## src/rtl/rom_prefetch_window.sv

```systemverilog
// rom_prefetch_window
//
// Purpose: sits between the cartridge ROM port and the QSPI flash controller.
// It keeps a sliding window of DEPTH consecutive ROM bytes fetched by one
// sequential flash stream. Hits are served with one cycle of latency. Misses
// raise rom_wait, and the stream is started, stalled, stopped or restarted
// as needed.
//
// Ports:
//   clk, reset        system clock, synchronous active-high reset
//   rom_read          CPU presents a valid ROM address this cycle
//   rom_address       CPU ROM address (ADDR_BITS)
//   rom_data          registered read data
//   rom_wait          requested byte not yet in the window (combinational)
//   flash_addr        stream start address (FLASH_BASE + rom_address)
//   flash_start       1-cycle pulse: begin a stream at flash_addr
//   flash_stop        1-cycle pulse: abort the current stream
//   flash_stall       hold the stream; no new byte may be delivered
//   flash_data        byte from the controller
//   flash_data_ready  level; each rising edge delivers one byte
//   flash_busy        controller has an active transaction
//
// Optional feature (macro ROM_PREFETCH_STATS_EN): adds saturating 16-bit
// hit_count / miss_count outputs.
module rom_prefetch_window #(
  parameter int          ADDR_BITS  = 12,
  parameter int          DEPTH      = 4,
  parameter logic [23:0] FLASH_BASE = 24'h100000
) (
  input  logic                 clk,
  input  logic                 reset,
  input  logic                 rom_read,
  input  logic [ADDR_BITS-1:0] rom_address,
  output logic [7:0]           rom_data,
  output logic                 rom_wait,
  output logic [23:0]          flash_addr,
  output logic                 flash_start,
  output logic                 flash_stop,
  output logic                 flash_stall,
  input  logic [7:0]           flash_data,
  input  logic                 flash_data_ready,
  input  logic                 flash_busy
`ifdef ROM_PREFETCH_STATS_EN
  ,
  output logic [15:0]          hit_count,
  output logic [15:0]          miss_count
`endif
);

  localparam int IDX_BITS = $clog2(DEPTH);
  localparam int CNT_BITS = IDX_BITS + 1;
  localparam logic [CNT_BITS-1:0]  FULL_CNT = CNT_BITS'(DEPTH);
  localparam logic [ADDR_BITS:0]   WRAP_END = {1'b1, {ADDR_BITS{1'b0}}};

  typedef enum logic [1:0] {IDLE, FILL, STOPPING} state_e;

  state_e                state_q, state_d;
  logic [ADDR_BITS-1:0]  win_base_q, win_base_d;
  logic [CNT_BITS-1:0]   count_q, count_d;
  logic [23:0]           addr_q, addr_d;
  logic                  start_q, start_d;
  logic                  stop_q, stop_d;
  logic                  stall_q, stall_d;
  logic                  ready_last_q, busy_last_q;
  logic [7:0]            rom_data_q;
  logic [7:0]            slot_q [DEPTH];

  logic [ADDR_BITS-1:0]  offset, count_ext;
  logic [ADDR_BITS:0]    end_addr;
  logic                  hit, nxt, at_end, full, retire, rising;
  logic                  capture_ok, capture, start_req;
  logic [IDX_BITS-1:0]   wr_idx;

  assign count_ext = ADDR_BITS'(count_q);
  assign offset    = rom_address - win_base_q;
  assign hit       = rom_read && (offset < count_ext);
  // The stream runs linearly past the top of ROM, so once the window ends at
  // the last address no further byte belongs to it and "next" is impossible.
  assign end_addr  = {1'b0, win_base_q} + (ADDR_BITS + 1)'(count_q);
  assign at_end    = (end_addr == WRAP_END);
  assign nxt       = rom_read && (offset == count_ext) && (state_q == FILL) && !at_end;
  assign full      = (count_q == FULL_CNT);
  assign retire    = full && hit && (offset != '0);
  assign rising    = flash_data_ready && !ready_last_q;
  // With a retire the new byte reuses the slot of the byte being retired.
  assign capture_ok = (state_q == FILL) && rising && !at_end && (!full || retire);
  assign wr_idx    = IDX_BITS'(win_base_q + count_ext);

  assign rom_wait    = rom_read && !hit;
  assign rom_data    = rom_data_q;
  assign flash_addr  = addr_q;
  assign flash_start = start_q;
  assign flash_stop  = stop_q;
  assign flash_stall = stall_q;

  always_comb begin
    // NOTE: every signal written here gets a default first, so no path can
    // leave one unassigned and infer a latch.
    state_d    = state_q;
    win_base_d = win_base_q;
    count_d    = count_q;
    addr_d     = addr_q;
    start_d    = 1'b0;
    stop_d     = 1'b0;
    capture    = 1'b0;
    start_req  = 1'b0;

    unique case (state_q)
      IDLE: begin
        if (rom_read && !hit) start_req = 1'b1;
      end
      FILL: begin
        if (rom_read && !hit && !nxt) begin
          // Stop wins over a same-cycle capture; the byte is dropped.
          stop_d  = 1'b1;
          state_d = STOPPING;
        end else begin
          capture = capture_ok;
          if (busy_last_q && !flash_busy) state_d = IDLE;
        end
      end
      STOPPING: begin
        // Never restart while the aborted transaction is still winding down.
        if (!flash_busy) begin
          if (rom_read && !hit) start_req = 1'b1;
          else                  state_d   = IDLE;
        end
      end
      default: state_d = IDLE;
    endcase

    if (start_req) begin
      start_d    = 1'b1;
      addr_d     = FLASH_BASE + 24'(rom_address);
      win_base_d = rom_address;
      count_d    = '0;
      state_d    = FILL;
    end else begin
      if (retire) win_base_d = win_base_q + ADDR_BITS'(1);
      if (retire && !capture)      count_d = count_q - CNT_BITS'(1);
      else if (!retire && capture) count_d = count_q + CNT_BITS'(1);
    end

    stall_d = (count_d == FULL_CNT) || (state_d != FILL);
  end

  // NOTE: sequential state uses non-blocking assignments so every register
  // samples the pre-edge values regardless of statement order.
  always_ff @(posedge clk) begin
    if (reset) begin
      state_q      <= IDLE;
      win_base_q   <= '0;
      count_q      <= '0;
      addr_q       <= '0;
      start_q      <= 1'b0;
      stop_q       <= 1'b0;
      stall_q      <= 1'b0;
      ready_last_q <= 1'b0;
      busy_last_q  <= 1'b0;
      rom_data_q   <= '0;
    end else begin
      state_q      <= state_d;
      win_base_q   <= win_base_d;
      count_q      <= count_d;
      addr_q       <= addr_d;
      start_q      <= start_d;
      stop_q       <= stop_d;
      stall_q      <= stall_d;
      ready_last_q <= flash_data_ready;
      busy_last_q  <= flash_busy;
      if (hit) rom_data_q <= slot_q[rom_address[IDX_BITS-1:0]];
    end
  end

  // NOTE: the byte store is not reset; a slot is only read after count
  // covers it, and leaving it unreset lets it map onto plain RAM/flops.
  always_ff @(posedge clk) begin
    if (capture) slot_q[wr_idx] <= flash_data;
  end

`ifdef ROM_PREFETCH_STATS_EN
  logic [15:0] hit_count_q, miss_count_q;

  always_ff @(posedge clk) begin
    if (reset) begin
      hit_count_q  <= '0;
      miss_count_q <= '0;
    end else begin
      if (hit && (hit_count_q != 16'hFFFF))        hit_count_q  <= hit_count_q + 16'd1;
      if (start_req && (miss_count_q != 16'hFFFF)) miss_count_q <= miss_count_q + 16'd1;
    end
  end

  assign hit_count  = hit_count_q;
  assign miss_count = miss_count_q;
`endif

endmodule

```

## config.mk

```make
export PLATFORM = sky130hd
export DESIGN_NAME = rom_prefetch_window
export DESIGN_NICKNAME = d
export VERILOG_FILES = /design/src/rtl/rom_prefetch_window.sv
export SDC_FILE = /design/constraint.sdc
export NUM_CORES = 1
export LEC_CHECK = 0
export ABC_AREA = 1
export CAP_MARGIN = 10
export CORE_UTILIZATION = 50
export CTS_CLUSTER_DIAMETER = 150
export DETAILED_ROUTE_END_ITERATION = 16
export PLACE_DENSITY = 0.85
export SLEW_MARGIN = 5
export SYNTH_ARGS = -nofsm -noshare
export SYNTH_HDL_FRONTEND = slang
export SYNTH_SLANG_ARGS = --single-unit
```

## constraint.sdc

```tcl
create_clock -name clk -period 5.5 [get_ports clk]
set_input_delay 1.1 -clock clk [delete_from_list [all_inputs] [get_ports clk]]
set_output_delay 1.1 -clock clk [all_outputs]
set_load 0.05 [all_outputs]
```

==> impl_metrics.yaml <==
finish:
  post-route-util: 0.6137
  fin_cells: 697
  antenna_cells: 0
  area_growth_pct: 19.03
  final_net_count: 635
  drive_above_1_share: 0.09291
setup_path:
  cpPeakStageDelay_ps: 500
  criticalPathCategory: "in -> out"
  cp_slowest_cell: "clkdlybuf4s50_1"
  cp-start-kind: "input port"
  cp_max_fo: 4
  cp_num_buf_inv: 5
  worst_ep_arrival_time_ps: 3830
  worstPathRequired_ps: 4400
  cpLargestDelayFamily: "buffers and inverters"
  crit_chain: "clkdlybuf4s50_1 -> clkinv_1 -> ha_1 -> inv_1 -> fa_1 -> ha_1 -> inv_1 -> nor2_1 -> o21ai_0 -> nand3b_2 -> nor3_4 -> a21oi_2 -> buf_12"
  end_kind: "primary output"
cts:
  cts_max_level: 3
  post_cts_buffers: 0
  cts_hold_buf: 0
  clk_pin_slew_ps: 80
  cts_root_buf: "clkbuf_8"
  numCtsBuffers: 9
  ctsLongestPathBuffers: 2
  cts.repair.resized: 0
  tritoncts: "built"
  insertion_delay_ps: 370
  cts.sinks: 75
pwr:
  comb_power_share: 0.225
  swShare: 0.3236
  ir_drop_uv: 208.7
  pwr-share-clk: 0.323
  pwr-share-seq: 0.452
  power.switching_w: 0.0004392
  power.density_mw_per_mm2: 270.5
  p_int_w: 0.0009180
  total_leakage_power_nw: 2.152
routing:
  num_vias: 3768
  drt-initial-drc-count: 282
  drc: 0
  wl_per_cell_um: 14.72
  dr.pass1.iters: 6
  ant_nets: 0
  wl_mm: 10.26
  via_per_inst: 5.406
yosys:
  ys.flop_type: "dfxtp_1"
  synthesis.area_mm2: 0.004215
  avgSynthCellArea_um2: 7.909
  synth_edf_count: 32
  ys_warn_count: 0
  ys_seq_area_frac: 0.4322
  async_reset_ff_frac: 0
  ys_seq_elements: 75
  synth_cell_types: 40
  netlist_instances: 533
floorplanning:
  die_x_um: 93.82
  num_rows: 33
  dieArea_mm2: 0.008802
  die_h_um: 93.82
  core-area_mm2: 0.008175
  start_util: 0.5156
  io_pins: 61
sta:
  fin_crit_sh: 0.8967
  worst_pin_slew_ps: 836.1
  rsz0062_at_grt: "false"
  drv_slew: 0
  hold_viol: 0
  min_period_ps: 4932
  fmax_ghz: 0.2028
  setup_slack_ps: 568.4
  setup_violations: 0
  maxSlewHeadroom: 0.4408
  clock_skew_ps: 10.69
  tns_ps: 0
worst_hold_path:
  hold_class: "reg -> reg"
grt:
  grt_max_degree: 24
  grt-ovfl-total: 0
  grt_pass1_vias: 3646
  grt_pass1_wl_mm: 16.53
  grt_use_total: 0.2468
  grt_antenna_before_repair: 0
job:
  maxCapViolCount: 0
placement:
  port-buffer-count: 49
  dp.cells: 681
  place_congestion: 0.9613
  pre_cts_slack_ps: 520.9
  dp_hpwl_mm: 7.607
status:
  status: "complete, no violations"
==> state kept, by name (all words and copies together) (netlist names) <==
register      count
busy_last_q       1
count_q           3
flash_addr       13
flash_stall       1
flash_start       1
flash_stop        1
ready_last_q      1
rom_data          8
slot_q           32
state_q           2
win_base_q       12
==> power by group through the flow <==
stage	Sequential [W]	Combinational [W]	Clock, W
floorplan	0.000649	0.000196	0
global placement	0.000624	0.000292	0
detailed placement	0.000625	0.000301	0
CTS	0.000613	0.000303	0.000444
global route	0.000615	0.000335	0.000473
finish	0.000613	0.000305	0.000439
==> through the flow <==
stage / hold WS (ps) / instance area [µm²] / total power [W]
floorplan: 477.4 / 4253 / 0.0008448
global placement: 447.2 / 4810 / 0.0009159
detailed placement: 443.0 / 4810 / 0.0009257
CTS: 458.2 / 5017 / 0.001359
global route: 483.5 / 5017 / 0.001423
finish: 455.5 / 5017 / 0.001357
==> final timing paths <==
| check | from | to | slack, ps | cells past startpoint |
|---|---|---|---|---|
| setup / recovery | rom_address[0] | rom_wait | 570 | 13 |
| hold / removal | flash_addr[20] | flash_addr[20] | 460 | 2 |
| setup reg to reg | win_base_q[0] | win_base_q[4] | 1870 | 15 |
| hold reg to reg | flash_addr[20] | flash_addr[20] | 460 | 2 |
==> Yosys cell counts (4+ instances only) <==
cell type | number | area share
nand2_1 | 148 | 0.13
inv_1 | 63 | 0.056
dfxtp_1 | 43 | 0.20
a21oi_1 | 39 | 0.046
edfxtp_1 | 32 | 0.23
nor2_1 | 28 | 0.025
nand3_1 | 26 | 0.031
ha_1 | 21 | 0.062
o21ai_0 | 19 | 0.023
nand2_2 | 12 | 0.018
buf_4 | 11 | 0.020
nor3_1 | 11 | 0.013
a31oi_1 | 10 | 0.015
clkbuf_1 | 10 | 0.0089
a32o_1 | 8 | 0.019
xor2_1 | 8 | 0.017
nand4_1 | 6 | 0.0089
inv_2 | 4 | 0.0036
==> area by class of cell <==
| class | instances | area, µm² |
|---|---|---|
| Clock inverter | 7 | 83.83 |
| Tap cell | 105 | 131.4 |
| Multi-Input combinational cell | 376 | 2041 |
| Clock buffer | 9 | 123.9 |
| Sequential cell | 75 | 1822 |
| Inverter | 68 | 255.2 |
| Timing Repair Buffer | 57 | 560.5 |
| Fill cell | 695 | 3158 |
==> cells by family after synthesis <==
logic type,count (synthesis),share of synthesized area
AND/OR/NAND/NOR,248,0.2657
flip-flops,75,0.4322
buffers and inverters,92,0.09261
other,1,0.0008896
XOR/XNOR,10,0.02078
adder cells (fa/ha/maj),23,0.07183
AO/OA/AOI/OAI,84,0.1161
==> layout by cell type, fill, tap and decap left out, types with 9 or more instances in the layout <==
cell type,synthesis,routed
a21oi_1,39,39
ha_1,21,21
nor2_1,28,28
nor3_1,11,11
edfxtp_1,32,32
dfxtp_1,43,43
nand2_2,12,12
nand2_1,148,148
clkbuf_8,0,9
nand3_1,26,26
a31oi_1,10,10
clkdlybuf4s50_1,0,48
inv_1,63,63
conb_1,1,11
o21ai_0,19,19
==> per-layer routing <==
layer	up-vias	GRT usage	routed length [µm]
li1	1857	-	-
met1	1723	0.2810	4249
met2	160	0.4319	5107
met3	28	0.06877	636
met4	0	0.1026	271
met5	-	0	0
==> worst reg2reg max path, delay by kind of cell, from the launching register on <==
kind / cells / cell delay [ps]
AND/OR/NAND/NOR: 7 / 1260
adder cells (fa/ha/maj): 3 / 1010
flip-flops: 1 / 490
AO/OA/AOI/OAI: 2 / 480
buffers and inverters: 3 / 290
No activity file was read; power rests on OpenSTA's default activity.
